===== src/rtl/y_operand_stage.sv =====
// Operand-A receiver: captures the (optionally extended) bus value into a
// two-entry buffer and hands the head entry to the ALU with valid/ready.
module y_operand_stage #(
  parameter int                 WIDTH     = 16,
  parameter logic [WIDTH-1:0]   CONST_VAL = 16'h0001
) (
  input  logic             clk,
  input  logic             reset,
  input  logic [WIDTH-1:0] from_bus,
  input  logic             Y_in,
  input  logic [1:0]       ext_mode,
  input  logic             flush,
  input  logic             alu_ready,
  output logic [WIDTH-1:0] to_ALU,
  output logic             alu_valid,
  output logic             full,
  output logic             overflow_err,
  output logic [WIDTH-1:0] REG_OUT_Y1,
  output logic [WIDTH-1:0] REG_OUT_Y2
);

  typedef enum logic [1:0] {
    ST_EMPTY = 2'd0,
    ST_ONE   = 2'd1,
    ST_TWO   = 2'd2
  } state_t;

  state_t           state_r, state_nxt_s;
  logic [WIDTH-1:0] y1_r, y1_nxt_s;
  logic [WIDTH-1:0] y2_r, y2_nxt_s;
  logic             ovf_r, ovf_nxt_s;
  logic             valid_r, full_r;
  logic [WIDTH-1:0] cap_val_s;
  logic             cap_s, pop_s;

  // Byte-extension and constant injection applied on the way into the buffer.
  function automatic logic [WIDTH-1:0] transform(input logic [1:0] mode,
                                                 input logic [WIDTH-1:0] bus);
    logic [WIDTH-1:0] res;
    case (mode)
      2'b00:   res = bus;
      2'b01:   res = {{(WIDTH-8){1'b0}}, bus[7:0]};
      2'b10:   res = {{(WIDTH-8){bus[7]}}, bus[7:0]};
      2'b11:   res = CONST_VAL;
      default: res = bus;
    endcase
    return res;
  endfunction

  assign cap_val_s = transform(ext_mode, from_bus);
  assign cap_s     = Y_in;
  assign pop_s     = valid_r & alu_ready;

  // Next-state and buffer data movement; flush overrides capture and pop.
  always_comb begin
    state_nxt_s = state_r;
    y1_nxt_s    = y1_r;
    y2_nxt_s    = y2_r;
    ovf_nxt_s   = ovf_r;
    if (flush) begin
      state_nxt_s = ST_EMPTY;
    end else begin
      case (state_r)
        ST_EMPTY: begin
          if (cap_s) begin
            y1_nxt_s    = cap_val_s;
            state_nxt_s = ST_ONE;
          end else begin
            state_nxt_s = ST_EMPTY;
          end
        end
        ST_ONE: begin
          if (cap_s && pop_s) begin
            y1_nxt_s = cap_val_s;
          end else if (cap_s) begin
            y2_nxt_s    = cap_val_s;
            state_nxt_s = ST_TWO;
          end else if (pop_s) begin
            state_nxt_s = ST_EMPTY;
          end else begin
            state_nxt_s = ST_ONE;
          end
        end
        ST_TWO: begin
          if (pop_s && cap_s) begin
            y1_nxt_s = y2_r;
            y2_nxt_s = cap_val_s;
          end else if (pop_s) begin
            y1_nxt_s    = y2_r;
            state_nxt_s = ST_ONE;
          end else if (cap_s) begin
            ovf_nxt_s = 1'b1;
          end else begin
            state_nxt_s = ST_TWO;
          end
        end
        default: begin
          state_nxt_s = ST_EMPTY;
        end
      endcase
    end
  end

  // State, buffer and status flags; status is registered from next state.
  always_ff @(posedge clk or negedge reset) begin
    if (!reset) begin
      state_r <= ST_EMPTY;
      y1_r    <= {WIDTH{1'b0}};
      y2_r    <= {WIDTH{1'b0}};
      ovf_r   <= 1'b0;
      valid_r <= 1'b0;
      full_r  <= 1'b0;
    end else begin
      state_r <= state_nxt_s;
      y1_r    <= y1_nxt_s;
      y2_r    <= y2_nxt_s;
      ovf_r   <= ovf_nxt_s;
      valid_r <= (state_nxt_s != ST_EMPTY);
      full_r  <= (state_nxt_s == ST_TWO);
    end
  end

  assign to_ALU       = y1_r;
  assign alu_valid    = valid_r;
  assign full         = full_r;
  assign overflow_err = ovf_r;
  assign REG_OUT_Y1   = y1_r;
  assign REG_OUT_Y2   = y2_r;

endmodule


===== config.mk =====
export PLATFORM = sky130hd
export DESIGN_NAME = y_operand_stage
export DESIGN_NICKNAME = d
export VERILOG_FILES = /design/src/rtl/y_operand_stage.sv
export SDC_FILE = /design/constraint.sdc
export NUM_CORES = 1
export LEC_CHECK = 0
export CAP_MARGIN = 5
export CORE_MARGIN = 2
export CORE_UTILIZATION = 45
export CTS_CLUSTER_DIAMETER = 30
export DETAILED_ROUTE_END_ITERATION = 10
export PLACE_DENSITY = 0.8
export SLEW_MARGIN = 40
export SYNTH_ARGS = -nofsm -noshare
export SYNTH_HDL_FRONTEND = slang
export SYNTH_SLANG_ARGS = --single-unit

===== constraint.sdc =====
create_clock -name clk -period 2.1 [get_ports clk]
set_input_delay 0.315 -clock clk [delete_from_list [all_inputs] [get_ports clk]]
set_output_delay 0.315 -clock clk [all_outputs]
set_load 0.005 [all_outputs]

# Word-level counts from Yosys, hierarchy flattened
# Index checks and enable logic that the tools add are counted.
[totals]
inputBits = 23
out_inout_bits = 51
wordCells = 48
reg_bits = 37
[op_classes]
n_eq_ne = 12
n_bitwise = 4
n_mux = 17
n_reduce_logical = 9
[ops]
columns = ["cell", "count"]
rows = [
  ["$mux W16", 5],
  ["$pmux W16 S4", 1],
  ["$pmux W16 S3", 1],
  ["$pmux W16 S2", 1],
  ["$reduce_and A5 Y1", 3],
  ["$mux W2", 6],
  ["$ne A2 B2 Y1 const B", 5],
  ["$eq A2 B2 Y1 const B", 4],
  ["$pmux W2 S3", 1],
  ["$eq A2 B1 Y1 const B", 2],
  ["$logic_not A2 Y1", 2],
  ["$reduce_bool A2 Y1", 2],
  ["$ne A3 B3 Y1 const B", 1],
  ["$not A1 Y1", 3],
  ["$reduce_bool A3 Y1", 1],
  ["$mux W1", 2],
  ["$and A1 B1 Y1", 1],
  ["$logic_and A1 B1 Y1", 1],
]

# Logic depth before layout (Yosys ltp)
[depth]
ltp_word = 7
ltp_mapped = 5
mapped_depth_nobuf = 3

# Worst setup path before layout
# No wires, ideal clock.
[synth_path]
path_type = "register to register"
startpoint = "register valid_r, in the netlist alu_valid"
endpoint = "register y2_r[10], in the netlist REG_OUT_Y2[10]"
path_slack_ns = 0.469
t_arrival_ns = 1.506
period_less_slack_ns = 1.631
required_time_ns = 1.975
setup_ns = 0.125
path_stages_with_launch = 5
path_buffers = 1
path_cell_list = "dfrtp_1 > a21bo_4 > o32ai_4 > buf_12 > mux2_4"
[synth_between]
elab_chain_len = 4
word_cells_on_any_way = 5
classes_between = "eq/ne (2); bitwise (1); reduce/logical (2)"
[synth_rtl]
columns = ["element", "line", "source"]
rows = [
  ["start: declaration", "32", "logic valid_r, full_r;"],
  ["start signal: assignment", "118", "valid_r <= (state_nxt_s != ST_EMPTY);"],
  ["$and A1 B1 Y1 (*)", "52", "assign pop_s = valid_r & alu_ready;"],
  ["$logic_and A1 B1 Y1 (*)", "73, 85", ""],
  ["$ne A2 B2 Y1 (no line)", "-", ""],
  ["$reduce_and A5 Y1 (no line) (*)", "-", ""],
  ["end signal: assignment", "109", "y2_r <= {WIDTH{1'b0}};"],
  ["end signal: assignment", "116", "y2_r <= y2_nxt_s;"],
  ["end: declaration", "30", "logic [WIDTH-1:0] y2_r, y2_nxt_s;"],
]
# Mark *: on every way between the ends. The rest lies on a longest branch, timed or not.
# A chain may end at the register's enable or synchronous reset.

# Worst setup path after layout
[layout_path]
startpoint = "register state_r[0]"
endpoint = "register y1_r[3], in the netlist REG_OUT_Y1[3]"
[layout_between]
elab_chain_len = 3
word_cells_on_any_way = 9
classes_between = "eq/ne (5); mux (1); reduce/logical (3)"
[layout_rtl]
columns = ["element", "line", "source"]
rows = [
  ["start: declaration", "28", "state_t state_r, state_nxt_s;"],
  ["start signal: assignment", "114", "state_r <= state_nxt_s;"],
  ["$eq A2 B2 Y1, or another cell as far along", "63", "case (state_r)"],
  ["$ne A3 B3 Y1 (no line), or another cell as far along", "-", ""],
  ["$reduce_and A5 Y1 (no line)", "-", ""],
  ["end signal: assignment", "108", "y1_r <= {WIDTH{1'b0}};"],
  ["end signal: assignment", "115", "y1_r <= y1_nxt_s;"],
  ["end: declaration", "29", "logic [WIDTH-1:0] y1_r, y1_nxt_s;"],
]
# Several ways; a longest one is shown, not always the timed one.

==> out/metrics.yaml <==
global_routing:
  grt_overflow_total: 0
  grt_first_pass_wirelength_microns: 7190
  grt_antenna_before_repair: 0
  grt_max_degree: 38
  first_global_vias: 1507
  grt_usage: 0.178
clock_tree:
  clock_path_buffers: 2
  ctsRootBufferMaster: "clkbuf_8"
  post_cts_buffers: 0
  post_cts_resize_count: 0
  cts_tree: "done"
  clock_latency_ps: 280
  clock-sinks: 37
  cts.clk_slew.worst_paths_ps: 70
  cts_htree_levels: 2
  hold_buffers: 0
  numCtsBuffers: 5
layout:
  fin_nets: 249
  final_cells: 278
  area_growth_pct: 37.2
  num_antenna_cells: 0
  drive_above_1_share: 0.265
worst_setup_path:
  reg2reg_from: "state_r[0]"
  cp_max_fo: 13
  crit_type: "reg -> reg"
  start_kind: "flip-flop"
  required_ps: 2270
  worstSetupEndpointType: "flip-flop"
  arrival_ps: 1960
  rrSetupSlack_ps: 300
  rr_worst_depth: 4
  r2r_end: "REG_OUT_Y1[3]"
timing:
  final-setup-viol-count: 0
  drv_slew: 0
  finalHoldViolCount: 37
  fin_crit_ps: 1800
  rsz0062_at_grt: "no"
  finalClockSkew_ps: 4.88
  tns_ps: 0
  holdWs_ps: -16.4
  maxSlewHeadroom: 0.688
  worstMarginPinSlew_ps: 469
  period_share: 0.855
  timing.fmax_mhz: 557
detailed_routing:
  num_vias: 1502
  ant_nets: 0
  post_drt_wl_per_cell_microns: 16.1
  vias_per_cell: 5.40
  dr.pass1.iters: 4
  wirelength_microns: 4480
  drtIter0Drc: 96
  drc: 0
pwr:
  ir_drop_uv: 594
  p_leak_nw: 1.20
  powerDensity_nw_per_um2: 1010
yosys:
  synthFlopType: "dfrtp_1"
  synth.avg_cell_area_sq_um: 12.6
  synth_top_area_share: 0.444
  synth_edf_count: 0
  netlist_instances: 166
  synth.distinct_cells: 30
  synth-async-reset-ratio: 1.00
  syn_nets: 189
  synth_warnings: 0
  synth_seq_cells: 37
  netlist_area_sq_um: 2090
  yosysTopAreaCell: "dfrtp_1"
  synth.area.top_cells: "dfrtp_1 44%, mux2_2 17%, mux2_4 7.2%"
  synth_seq_area_share: 0.444
place:
  dpl.hpwl_microns: 3200
  placedCellCount: 271
  io_buffers: 73
  gp_congestion: 0.722
floorplan:
  coreArea_sq_um: 4410
  ios: 74
  rows: 24
  fp.dieH_microns: 72.1
  die_w_microns: 72.1
  die_area_sq_um: 5200
  start_util: 0.473
run_status:
  status: "complete, but fails checks"
  violations: "hold timing"
worst_hold_path:
  holdCritPathClass: "in -> async"
job:
  drv_cap: 0
[cells in the final DEF (no fill, tap or decap), types with 2 or more instances in the layout]
cell type and count:
mux2_2 31, mux2i_1 8, o31ai_1 8, nand3b_1 9, buf_4 6, clkdlybuf4s50_1 72
mux2_4 10, buf_12 3, nand2_1 2, clkbuf_8 6, nand2b_1 2, nor2_1 10
dfrtp_1 37, a21boi_0 7
[critical path, stage by stage (launching register included)]
cell     delay (ps)
dfrtp_1         500
and2b_1         390
buf_4           210
mux2_2          330
mux2_2          250
[worst max path at each step]
| stage | end | cells after the start | from |
|---|---|---|---|
| global placement | REG_OUT_Y2[1] | 5 | Y_in |
| finish | REG_OUT_Y1[3] | 4 | state_r[0] |
| global route | REG_OUT_Y1[3] | 4 | state_r[0] |
| detailed placement | REG_OUT_Y2[2] | 5 | Y_in |
| floorplan | REG_OUT_Y2[10] | 4 | alu_valid |
| CTS | REG_OUT_Y1[7] | 4 | state_r[0] |
[registers in the layout (all words and copies together) (netlist names)]
register	cells
alu_valid	1
REG_OUT_Y2	16
state_r	2
overflow_err	1
full	1
REG_OUT_Y1	16
[final cells by class]
class                   instances  area (sq um)
repair buffers                 81           826
multi-input cells             101           961
flip-flops and latches         37           926
well taps                      52          65.1
fillers                       355          1550
clock buffers                   7          86.3
[per-stage QoR]
stage               cell area (sq um)  power [mW]  setup WS [ps]  utilization
CTS                              2860        2.94            285        0.648
floorplan                        2090        1.72            469            -
global route                     2860        3.07            205        0.649
detailed placement               2780        2.43           62.5        0.629
global placement                 2780        2.40            127        0.629
finish                           2860        2.90            304        0.649
[synthesized netlist by cell type (2+ instances only)]
| master | n |
|---|---|
| mux2_2 | 31 |
| o31ai_1 | 8 |
| mux2i_1 | 8 |
| a21boi_0 | 7 |
| clkbuf_1 | 2 |
| nor2_1 | 10 |
| buf_2 | 6 |
| nand2b_1 | 2 |
| buf_4 | 17 |
| nand3b_1 | 9 |
| mux2_4 | 10 |
| nand2_1 | 2 |
| dfrtp_1 | 37 |
[per-layer routing]
metal  GRT usage  up-vias  part of all wire
li1            -      698                 -
met1       0.239      736              0.45
met2       0.283       64              0.47
met3      0.0514        4             0.074
met4      0.0503        0            0.0058
met5           0        -                 0
[cell families after synthesis]
group	count (synthesis)	share of synthesized area
mux	49	0.278
buf+inv	28	0.0959
flops	37	0.444
compound gates	24	0.104
simple gates	28	0.0785
[power breakdown]
group	total [mW]	switching, mW	internal [mW]
combinational	1.24	0.337	0.898
clock	0.492	0.232	0.260
sequential	1.17	0.213	0.961
total	2.90	0.782	2.12
Power figures use the tool's default switching activity.
